### src/rtl/phaser_out_tap_pkg.sv
// Shared types and constants for the phaser output tap controller.
// Holds the FSM state encoding, tap range and the saturating step helper.
package phaser_out_tap_pkg;

    localparam int TAP_W    = 6;
    localparam int SETTLE_W = 8;

    localparam logic [TAP_W-1:0] TAP_MAX  = 6'd63;
    localparam logic [TAP_W-1:0] TAP_ZERO = 6'd0;

    typedef enum logic [2:0] {
        ST_IDLE   = 3'd0,
        ST_CHECK  = 3'd1,
        ST_C_STEP = 3'd2,
        ST_F_STEP = 3'd3,
        ST_WAIT   = 3'd4,
        ST_FIN    = 3'd5
    } tap_state_e;

    // Saturating +-1, so a corrupted target can never wrap the tracked count
    function automatic logic [TAP_W-1:0] tap_step(input logic [TAP_W-1:0] cur,
                                                  input logic             inc);
        logic [TAP_W-1:0] res;
        if (inc) begin
            res = (cur == TAP_MAX) ? cur : cur + 6'd1;
        end else begin
            res = (cur == TAP_ZERO) ? cur : cur - 6'd1;
        end
        return res;
    endfunction

endpackage

### src/rtl/phaser_out_tap_ctrl.sv
// Walks the phaser coarse/fine taps one step at a time towards a requested
// target, waiting SETTLE_CYCLES after every step and aborting on overflow.
module phaser_out_tap_ctrl
    import phaser_out_tap_pkg::*;
#(
    parameter int SETTLE_CYCLES = 8,
    parameter int COARSE_INIT   = 0,
    parameter int FINE_INIT     = 0
) (
    input  logic             SYSCLK,
    input  logic             RST_N,
    input  logic             REQ_VALID,
    output logic             REQ_READY,
    input  logic [TAP_W-1:0] REQ_COARSE,
    input  logic [TAP_W-1:0] REQ_FINE,
    output logic             COARSEENABLE,
    output logic             COARSEINC,
    output logic             FINEENABLE,
    output logic             FINEINC,
    input  logic             COARSEOVERFLOW,
    input  logic             FINEOVERFLOW,
    output logic [TAP_W-1:0] CUR_COARSE,
    output logic [TAP_W-1:0] CUR_FINE,
    output logic             DONE,
    output logic             ERR
);

    localparam logic [SETTLE_W-1:0] SETTLE_LAST   = SETTLE_W'(SETTLE_CYCLES - 1);
    localparam logic [TAP_W-1:0]    COARSE_INIT_V = TAP_W'(COARSE_INIT);
    localparam logic [TAP_W-1:0]    FINE_INIT_V   = TAP_W'(FINE_INIT);

    tap_state_e          state_r, state_s;
    logic                accept_s, abort_s;
    logic [TAP_W-1:0]    tgt_coarse_r, tgt_fine_r;
    logic [TAP_W-1:0]    cur_coarse_r, cur_fine_r;
    logic [SETTLE_W-1:0] settle_cnt_r;
    logic                step_coarse_r;
    logic                ready_r, done_r, err_r;
    logic                cen_r, cinc_r, fen_r, finc_r;

    // Next-state decode; coarse converges before fine is touched
    always_comb begin
        state_s  = state_r;
        accept_s = 1'b0;
        abort_s  = 1'b0;
        case (state_r)
            ST_IDLE: begin
                if (REQ_VALID && ready_r) begin
                    accept_s = 1'b1;
                    state_s  = ST_CHECK;
                end else begin
                    state_s  = ST_IDLE;
                end
            end
            ST_CHECK: begin
                if (cur_coarse_r != tgt_coarse_r) begin
                    state_s = ST_C_STEP;
                end else if (cur_fine_r != tgt_fine_r) begin
                    state_s = ST_F_STEP;
                end else begin
                    state_s = ST_FIN;
                end
            end
            ST_C_STEP: state_s = ST_WAIT;
            ST_F_STEP: state_s = ST_WAIT;
            ST_WAIT: begin
                // Only the overflow flag of the axis just stepped is meaningful
                if (step_coarse_r ? COARSEOVERFLOW : FINEOVERFLOW) begin
                    abort_s = 1'b1;
                    state_s = ST_FIN;
                end else if (settle_cnt_r == SETTLE_LAST) begin
                    state_s = ST_CHECK;
                end else begin
                    state_s = ST_WAIT;
                end
            end
            ST_FIN:  state_s = ST_IDLE;
            default: state_s = ST_IDLE;
        endcase
    end

    // State register and registered status/strobe outputs
    always_ff @(posedge SYSCLK or negedge RST_N) begin
        if (!RST_N) begin
            state_r <= ST_IDLE;
            ready_r <= 1'b0;
            done_r  <= 1'b0;
            cen_r   <= 1'b0;
            cinc_r  <= 1'b0;
            fen_r   <= 1'b0;
            finc_r  <= 1'b0;
        end else begin
            state_r <= state_s;
            ready_r <= (state_s == ST_IDLE);
            done_r  <= (state_s == ST_FIN);
            cen_r   <= (state_s == ST_C_STEP);
            cinc_r  <= (state_s == ST_C_STEP) && (cur_coarse_r < tgt_coarse_r);
            fen_r   <= (state_s == ST_F_STEP);
            finc_r  <= (state_s == ST_F_STEP) && (cur_fine_r < tgt_fine_r);
        end
    end

    // Target latch, sticky error and tracked tap counts
    always_ff @(posedge SYSCLK or negedge RST_N) begin
        if (!RST_N) begin
            tgt_coarse_r  <= COARSE_INIT_V;
            tgt_fine_r    <= FINE_INIT_V;
            cur_coarse_r  <= COARSE_INIT_V;
            cur_fine_r    <= FINE_INIT_V;
            err_r         <= 1'b0;
            step_coarse_r <= 1'b0;
        end else begin
            if (accept_s) begin
                tgt_coarse_r <= REQ_COARSE;
                tgt_fine_r   <= REQ_FINE;
                err_r        <= 1'b0;
            end else if (abort_s) begin
                err_r        <= 1'b1;
            end
            if (state_r == ST_C_STEP) begin
                cur_coarse_r  <= tap_step(cur_coarse_r, cinc_r);
                step_coarse_r <= 1'b1;
            end else if (state_r == ST_F_STEP) begin
                cur_fine_r    <= tap_step(cur_fine_r, finc_r);
                step_coarse_r <= 1'b0;
            end
        end
    end

    // Settle counter runs only while in WAIT and restarts on every entry
    always_ff @(posedge SYSCLK or negedge RST_N) begin
        if (!RST_N) begin
            settle_cnt_r <= 8'd0;
        end else if (state_r == ST_WAIT) begin
            settle_cnt_r <= settle_cnt_r + 8'd1;
        end else begin
            settle_cnt_r <= 8'd0;
        end
    end

    assign REQ_READY    = ready_r;
    assign DONE         = done_r;
    assign ERR          = err_r;
    assign COARSEENABLE = cen_r;
    assign COARSEINC    = cinc_r;
    assign FINEENABLE   = fen_r;
    assign FINEINC      = finc_r;
    assign CUR_COARSE   = cur_coarse_r;
    assign CUR_FINE     = cur_fine_r;

endmodule

### config.mk
export PLATFORM = sky130hd
export DESIGN_NAME = phaser_out_tap_ctrl
export DESIGN_NICKNAME = d
export VERILOG_FILES = /design/src/rtl/phaser_out_tap_pkg.sv /design/src/rtl/phaser_out_tap_ctrl.sv
export SDC_FILE = /design/constraint.sdc
export NUM_CORES = 1
export LEC_CHECK = 0
export BUFFER_PORTS_ARGS = -buffer_cell sky130_fd_sc_hd__buf_2
export CORE_ASPECT_RATIO = 1.1
export CORE_MARGIN = 8
export CORE_UTILIZATION = 61
export DETAILED_ROUTE_END_ITERATION = 6
export PLACE_DENSITY = 0.87
export SLEW_MARGIN = 20
export SYNTH_ARGS = -nofsm -noshare
export SYNTH_HDL_FRONTEND = slang
export SYNTH_SLANG_ARGS = --single-unit
### constraint.sdc
create_clock -name SYSCLK -period 5.2 [get_ports SYSCLK]
set_input_delay 0.26 -clock SYSCLK [delete_from_list [all_inputs] [get_ports SYSCLK]]
set_output_delay 0.26 -clock SYSCLK [all_outputs]
set_load 0.05 [all_outputs]
Word level (Yosys, flattened, before mapping)
Cells that the tools add are included.

Flip-flop bits (word level): 43. Latch bits: 0. RAM bits: 0. Bits in read-only memories: 0. Bits of input ports: 17. Output and inout port bits: 19. Word-level logic and storage cells: 72. Memories kept: 0.

$add $sub $neg: 5. $mul: 0. Div/mod/pow operators: 0. Magnitude comparators: 2. Eq/ne operators: 16. Shifts and indexed selects: 0. Multiplexer cells: 22. Bitwise logic cells: 1. Reduce and logical (&&, ||, !) cells: 12.

Operators by type and width (number): 2-to-1 mux 6 bit (6); adder 6 x 1 -> 6 bit, second input constant (2); == test 3 x 2 -> 1 bit, second input constant (4); == test 6 bit, second input constant (2); logical NOT 6 bit (2); less-than comparator 6 bit (2); 2-to-1 mux 3 bit (4); != test 6 bit (2); case mux 3 bit (4 select lines) (1); subtractor 6 x 1 -> 6 bit, second input constant (2); 2-to-1 mux 1 bit (10); adder 8 x 1 -> 8 bit, second input constant (1); == test 8 x 3 -> 1 bit, second input constant (1); 2-to-1 mux 8 bit (1); != test 2 bit, second input constant (4); == test 3 bit, second input constant (2); logical NOT 3 bit (2); AND reduction 4 bit (1); nonzero test 2 bit (2); == test 3 x 1 -> 1 bit, second input constant (1); logical AND 1 bit (3); AND reduction 3 bit (1); OR reduction 2 bit (1); NOT 1 bit (1).

Logic depth before layout (Yosys ltp)
Gate-level depths: netlist (run 1).

Depth after elaboration: 6. Mapped depth: 8.

Least setup slack after synthesis (run 1)
Ideal clock, no wire load.

Path kind: register to register. From: reg cinc_r (netlist: COARSEINC). To: reg cur_coarse_r[5] (netlist: CUR_COARSE[5]). Setup time: 146 ps. Arrival time: 2274 ps. Required time: 5054 ps. Path slack: 2779 ps. Stages on the path, launching flop included: 8. Path buffers: 0. Clock period less this slack: 2421 ps. Cells stage by stage: dfrtp_1 > inv_1 > ha_1 > o21ai_0 > or4b_2 > o41ai_1 > nor3_2 > xor2_1.

Longest elaborated chain between the ends: 2. Elaborated cells between the ends (all ways): 4.

Ends and longest elaborated chain: from (decl) (RTL line phaser_out_tap_ctrl.sv:39) `logic cen_r, cinc_r, fen_r, finc_r;`; from (signal assigned) (RTL line phaser_out_tap_ctrl.sv:97) `cinc_r <= (state_s == ST_C_STEP) && (cur_coarse_r < tgt_coarse_r);`; != test 2 bit (no line); AND reduction 3 bit (no line); to (signal assigned) (RTL line phaser_out_tap_ctrl.sv:121) `cur_coarse_r <= tap_step(cur_coarse_r, cinc_r);`; to (decl) (RTL line phaser_out_tap_ctrl.sv:35) `logic [TAP_W-1:0] cur_coarse_r, cur_fine_r;`.

Several ways; a longest one is shown, not always the timed one. A chain may end at the register's enable or synchronous reset.

Final worst setup path (run 1)
Same ends and word-level chain as after synthesis.

==> results of run 1 <==
-- flip-flops by register name, indices dropped and copies added (netlist names) --
register and flops:
ERR 1, FINEINC 1, DONE 1, REQ_READY 1
tgt_coarse_r 6, state_r 3, settle_cnt_r 8, step_coarse_r 1
FINEENABLE 1, tgt_fine_r 6, COARSEINC 1, CUR_COARSE 6
COARSEENABLE 1, CUR_FINE 6
-- worst max-delay path: cells and delay by family (launching register included) --
kind / cells / cell delay, ns
AO/OA/AOI/OAI: 2 / 0.26
buffers and inverters: 1 / 0.19
adder cells (fa/ha/maj): 1 / 0.39
flip-flops: 1 / 0.46
AND/OR/NAND/NOR: 2 / 0.75
XOR/XNOR: 1 / 0.15
-- path summary, 6_finish.rpt --
path | startpoint | end | slack, ns | cells after the start
setup reg to reg | COARSEINC | CUR_COARSE[5] | 2.87 | 7
setup / recovery | COARSEINC | CUR_COARSE[5] | 2.87 | 7
hold reg to reg | settle_cnt_r[0] | settle_cnt_r[0] | 0.47 | 1
min in group asynchronous | RST_N | CUR_FINE[4] | 0.40 | 2
hold / removal | REQ_FINE[5] | tgt_fine_r[5] | 0.16 | 3
max in group asynchronous | RST_N | tgt_coarse_r[2] | 4.34 | 3
-- cell usage in the layout (no fill, tap or decap), drive strengths merged, types with 2 or more instances in the layout --
cell type and n:
fa 2, xnor2 9, mux2 6, a21oi 13, nand2 22, a21o 6, nor4 4, nor2 20
o21ai 22, ha 21, nand4 6, or3 3, xor2 7, inv 21, a211oi 4, clkbuf 7
nand3 7, dfrtp 43, and3 3, and2 2, buf 36, or4 4, nor3 3
-- cell usage after synthesis, types with 3 or more instances --
master,number
and3_1,3
or4_1,4
o21ai_0,22
a21oi_1,13
nand2_1,22
or3_1,3
inv_1,21
dfrtp_1,43
a211oi_1,4
nand4_1,6
nor4_1,3
nor2_1,20
a21o_1,6
ha_1,21
xor2_1,7
mux2_2,4
xnor2_1,9
nand3_1,7
-- per-stage QoR --
stage	area [um2]	power (uW)
2_1_floorplan	2390	1350
3_3_place_gp	2620	1550
3_5_place_dp	2620	1600
4_1_cts	2700	1810
5_1_grt	2730	1960
6_report	2730	1810
-- power breakdown --
group	total [uW]	internal (uW)	switching [uW]
sequential	590	458	132
clock	203	94.3	109
combinational	1020	368	651
-- cell families after synthesis --
| kind of cell | after synthesis |
|---|---|
| AOI/OAI and AO/OA | 51 |
| xor gates and xnor gates | 16 |
| adders and majority gates | 23 |
| buffers and inverters | 25 |
| DFF | 43 |
| muxes | 6 |
| and+or+nand+nor | 78 |
-- cell type report --
class / instances / area [um2] / share of cell area [%]
Clock buffer: 7 / 76.3 / 2.80
Inverter: 21 / 78.8 / 2.89
Sequential cell: 43 / 1080 / 39.4
Tap cell: 52 / 65.1 / 2.38
Multi-Input combinational cell: 174 / 1220 / 44.8
Timing Repair Buffer: 37 / 205 / 7.52
Clock inverter: 1 / 5.00 / 0.183
-- metal layers --
metal / wire length [um] / part of all wire [%] / vias up
met3: 318 / 6.3 / 10
met2: 2510 / 50 / 57
met1: 2100 / 42 / 919
met5: 0 / 0 / -
li1: - / - / 930
met4: 109 / 2.2 / 0
==> flow_summary.json, run 1 <==
{
  "drc": 0,
  "synth_top_area_share_pct": 44.9,
  "syn_nets": 282,
  "slew_viol_final": 0,
  "grt_overflow": 0,
  "yosys.area_share.xor_xnor_pct": 5.85,
  "hold_slack_ns": 0.164,
  "clock_skew_ns": 0.00752,
  "synthCells": 242,
  "synth_fa_ha_area_share_pct": 12.6,
  "path_cells": "inv_1 -> ha_1 -> o21ai_0 -> or4b_2 -> o41ai_1 -> nor3_2 -> xor2_1",
  "tightest_slew_ns": 0.739,
  "yosys.area.top_type": "dfrtp_1",
  "p_per_area_mw_per_mm2": 664,
  "crit_required_ns": 5.38,
  "crit_arrival_ns": 2.51,
  "maxCapViolations": 0,
  "grt_max_degree": 44,
  "worst_slack_ns": 2.87,
  "ant_nets": 0,
  "clock_sinks": 43,
  "async_flop_share_pct": 100,
  "drt_iter0_drc": 156,
  "relSlewSlack_pct": 50.7,
  "fp.dieW_um": 75.7,
  "post_cts_buffers": 0,
  "cpPeakStageDelay_ns": 0.65,
  "area_growth_pct": 13.9,
  "dieArea_mm2": 0.00619,
  "drt_wl_total_um": 5050,
  "antenna_found_initial": 0,
  "gp_congestion": 0.826,
  "post_synth_num_cell_types": 37,
  "synth_compound_area_share_pct": 12.7,
  "htreeDepth": 2,
  "slowest_stage": "or4b_2",
  "ios": 36,
  "ys.flop_type": "dfrtp_1",
  "fin_crit_sh_pct": 44.8,
  "status": "complete, no violations",
  "grt_pass1_wl_um": 8640,
  "drt-pass1-iter-count": 4,
  "syn_area_per_cell_um2": 9.90,
  "setup_viol": 0,
  "dr_total_vias": 1916,
  "fillers": 293,
  "synth_area_mm2": 0.00239,
  "end_kind": "flop",
  "cts_hold_buffers": 0,
  "cts_resized": 0,
  "final_net_count": 322,
  "initial_utilization_pct": 61.8,
  "root_buffer": "clkbuf_8",
  "cts_buffers": 5,
  "synthMuxAreaShare_pct": 2.82,
  "drive_gt1_share_pct": 18.4,
  "ys_ff_latch": 43,
  "io_buffer_count": 35,
  "grtUsageMet1_pct": 21.9,
  "avgViaCountPerCell": 5.72,
  "place_worst_setup_slack_ns": 2.97,
  "fin_crit_ns": 2.33,
  "path_max_fanout": 7,
  "place_hpwl_um": 3780,
  "synth-edff-count": 0,
  "clkTransAtPathRegs_ns": 0.08,
  "rsz0062_at_grt": "no",
  "grt_use_total_pct": 18.1,
  "p_leak_uw": 0.00133,
  "coreArea_mm2": 0.00387,
  "grt_pass1_vias": 1919,
  "die_y_um": 81.7,
  "grt_use_met3_pct": 5.25,
  "busiest_layer": "met2",
  "cts_tree": "built",
  "drt-wirelength-per-cell_um": 15.1,
  "ys_seq_area_share_pct": 44.9,
  "hold_viol": 0,
  "yosysWarningCount": 0,
  "tns_ns": 0,
  "peakVddDrop_mv": 0.441,
  "postLayoutCoreUtil_pct": 70.4,
  "placementRows": 24,
  "clk-insertion-delay-late_ns": 0.29,
  "synth_top_family_by_area": "simple AND/OR/NAND/NOR gates",
  "crit_type": "reg -> reg",
  "yosys-top-cells-area": "dfrtp_1 45%, ha_1 11%, o21ai_0 4.6%, nand2_1 3.4%, inv_1 3.3%",
  "worst_setup_path_start_kind": "flop",
  "dp_cells": 325,
  "grt_util_met2_pct": 29.2,
  "fmaxAchievable_mhz": 429,
  "hold_class": "in -> reg",
  "stdcell_count": 335,
  "yosys.area_share.simple_pct": 16.9,
  "ctsLongestPathBuffers": 2,
  "antenna_cells": 0
}
No activity file was read; power rests on OpenSTA's default activity.
==> inputs of run 2 (changes only) <==
--- a/config.mk
+++ b/config.mk
@@ -5,12 +5,13 @@
 export SDC_FILE = /design/constraint.sdc
 export NUM_CORES = 1
 export LEC_CHECK = 0
+export ABC_AREA = 1
 export BUFFER_PORTS_ARGS = -buffer_cell sky130_fd_sc_hd__buf_2
 export CORE_ASPECT_RATIO = 1.1
 export CORE_MARGIN = 8
-export CORE_UTILIZATION = 61
+export CORE_UTILIZATION = 57
 export DETAILED_ROUTE_END_ITERATION = 6
-export PLACE_DENSITY = 0.87
+export PLACE_DENSITY = 0.81
 export SLEW_MARGIN = 20
 export SYNTH_ARGS = -nofsm -noshare
 export SYNTH_HDL_FRONTEND = slang
==> constraint.sdc (replaced) <==
create_clock -name SYSCLK -period 2.42 [get_ports SYSCLK]
set_input_delay 0.121 -clock SYSCLK [delete_from_list [all_inputs] [get_ports SYSCLK]]
set_output_delay 0.121 -clock SYSCLK [all_outputs]
set_load 0.05 [all_outputs]
==> flow_summary.json, run 2 <==
{
  "status": "complete, no violations",
  "hold_viol": 0,
  "io_buffer_count": 35,
  "ys_seq_area_share_pct": 42.7,
  "worst_path_dominant_cell_family": "flip-flops",
  "root_buffer": "clkbuf_8",
  "hold_class": "in -> reg",
  "clock_sinks": 43,
  "combPwrFrac_pct": 54.1,
  "r2r_start": "FINEINC",
  "syn_area_per_cell_um2": 7.98,
  "yosys.area.top_type": "dfrtp_1",
  "reg2reg_slack_ns": 0.73,
  "antenna_cells": 0,
  "synth_area_mm2": 0.00252,
  "cts_buffers": 5,
  "ff_latch_area_mm2": 0.00108,
  "grt_pass1_wl_um": 9090,
  "synthCells": 316,
  "syn_nets": 356,
  "slowest_stage": "dfrtp_1",
  "fp.dieW_um": 79.4,
  "dieArea_mm2": 0.00681,
  "worst_setup_path_start_kind": "flop",
  "tightest_slew_ns": 0.937,
  "clkTransAtPathRegs_ns": 0.08,
  "r2r_end": "CUR_FINE[3]",
  "postLayoutCoreUtil_pct": 66.8,
  "worstPathBufferInverterCount": 1,
  "fin_crit_sh_pct": 69.7,
  "largest_reg_flops": 8,
  "synthMostInstantiatedCell": "nand2_1",
  "drt-wirelength-per-cell_um": 12.6,
  "power.internal_uw": 1880,
  "tns_ns": 0,
  "ant_nets": 0,
  "p_leak_uw": 0.00155,
  "maxCapViolations": 0,
  "clkPwrFrac_pct": 13.8,
  "grt_pass1_vias": 2153,
  "cpPeakStageDelay_ns": 0.42,
  "ys.flop_type": "dfrtp_1",
  "drt-pass1-iter-count": 4,
  "ctsLongestPathBuffers": 2,
  "final_common_cell": "nand2_1",
  "p_sw_uw": 1760,
  "yosysWarningCount": 0,
  "final_cell_mix": "98 x nand2_1, 43 x dfrtp_1, 36 x inv_1",
  "slew_viol_final": 0,
  "crit_required_ns": 2.59,
  "relSlewSlack_pct": 37.6,
  "whs_endpoint": "tgt_coarse_r[2]",
  "crit_type": "reg -> reg",
  "avgViaCountPerCell": 5.20,
  "multi_input_area_mm2": 0.00129,
  "drt_iter0_drc": 91,
  "ys_ff_latch": 43,
  "clk-insertion-delay-late_ns": 0.30,
  "coreArea_mm2": 0.00429,
  "grt_max_degree": 44,
  "final_net_count": 397,
  "fillers": 373,
  "async_flop_share_pct": 100,
  "fin_crit_ns": 1.69,
  "drc": 0,
  "path_cells": "inv_1 -> ha_1 -> or2_2 -> nand2_1 -> xor2_1 -> o21ai_0",
  "htreeDepth": 2,
  "sw_frac_of_total_pct": 48.3,
  "yosys-top-cells-area": "dfrtp_1 43%, nand2_1 15%, ha_1 10%, inv_1 5.4%, nor2_1 4.5%",
  "post_cts_buffers": 0,
  "grt_use_total_pct": 16.7,
  "p_per_area_mw_per_mm2": 1270,
  "min_from": "REQ_COARSE[2]",
  "area_growth_pct": 13.5,
  "end_kind": "flop",
  "share_seq_of_total_power_pct": 32.2,
  "ios": 36,
  "dr_total_vias": 2142,
  "peakVddDrop_mv": 0.658,
  "path_max_fanout": 5,
  "clock_skew_ns": 0.00628,
  "synth-edff-count": 0,
  "initial_utilization_pct": 58.8,
  "gp_congestion": 0.803,
  "drt_wl_total_um": 5200,
  "grt_overflow": 0,
  "crit_arrival_ns": 1.85,
  "fmaxAchievable_mhz": 593,
  "drive_gt1_share_pct": 17.0,
  "rsz0062_at_grt": "no",
  "setup_viol": 0,
  "placementRows": 25,
  "synth_top_area_share_pct": 42.7,
  "synth_common_cells": "98 x nand2_1, 43 x dfrtp_1, 36 x inv_1",
  "antenna_found_initial": 0,
  "place_hpwl_um": 3980,
  "post_synth_num_cell_types": 24,
  "reg2regPathDepth": 6,
  "die_y_um": 85.8,
  "hold_path_depth": 3,
  "cts_tree": "built",
  "regMostFlops": "settle_cnt_r"
}
## run 2: cell types whose count changed after synthesis, moves of 6 or more
cell,change
inv_1,+15
nand3_1,+6
xnor2_1,-6
a21o_1,-6
nand4_1,-6
nand2_1,+76
nor2_1,+10
## run 2: through the flow
stage               hold slack, ns  instances  cell area (um2)  power (uW)  worst slack, ns
floorplan                   -0.175        316             2520        2710            0.429
global placement             0.315        403             2750        3070            0.794
detailed placement           0.319        403             2750        3150            0.742
CTS                         0.0164        412             2860        3670            0.716
global route                0.0324        412             2860        4000            0.550
finish                      0.0244        412             2860        3640            0.733
## run 2: cell type report
class	instances	area share, %
clock inverter	1	0.262
multi-input combinational	233	45.0
clock buffer	7	3.37
timing repair buffer	36	6.47
inverter	38	4.98
tap	54	2.36
sequential	43	37.6
## run 2: logic make-up (layout without fill, tap and decap cells)
| kind of cell | Yosys count | after routing | synth area share [%] |
|---|---|---|---|
| compound gates | 39 | 39 | 8.39 |
| xor+xnor | 9 | 9 | 3.13 |
| fa+ha+maj | 23 | 23 | 12.0 |
| buf+inv | 40 | 82 | 6.25 |
| flops | 43 | 43 | 42.7 |
| simple gates | 162 | 162 | 27.5 |
## run 2: worst max-delay path by stage
stage	from	to	slack [ns]	cells past startpoint
finish	FINEINC	CUR_FINE[3]	0.73	6
global route	FINEINC	CUR_FINE[5]	0.55	9
CTS	FINEINC	CUR_FINE[3]	0.72	6
detailed placement	FINEINC	CUR_FINE[3]	0.74	6
global placement	FINEINC	CUR_FINE[5]	0.79	9
floorplan	FINEINC	CUR_FINE[5]	0.43	9
## run 2: worst register-to-register path, stage by stage, from the launching register on
cell     delay (ns)
dfrtp_1        0.42
inv_1          0.14
ha_1           0.36
or2_2          0.32
nand2_1        0.08
xor2_1         0.14
o21ai_0        0.10
## run 2: what timing repair did
item,CTS,global route
resized for setup,0,0
endpoints found under the hold margin,14,0
hold buffers,1,0
## run 2: power groups by stage
stage	Clock, uW	Combinational (uW)	Sequential, uW
floorplan	0	1220	1490
global placement	0	1900	1170
detailed placement	0	1960	1180
CTS	516	1980	1170
global route	553	2240	1210
finish	500	1970	1170
## run 2: per-layer routing
metal	GRT usage, %	part of all wire [%]	up-vias
met2	29.3	51	44
met3	4.08	4.1	7
li1	-	-	1084
met1	18.1	43	1007
met5	0	0	-
met4	8.60	1.6	0
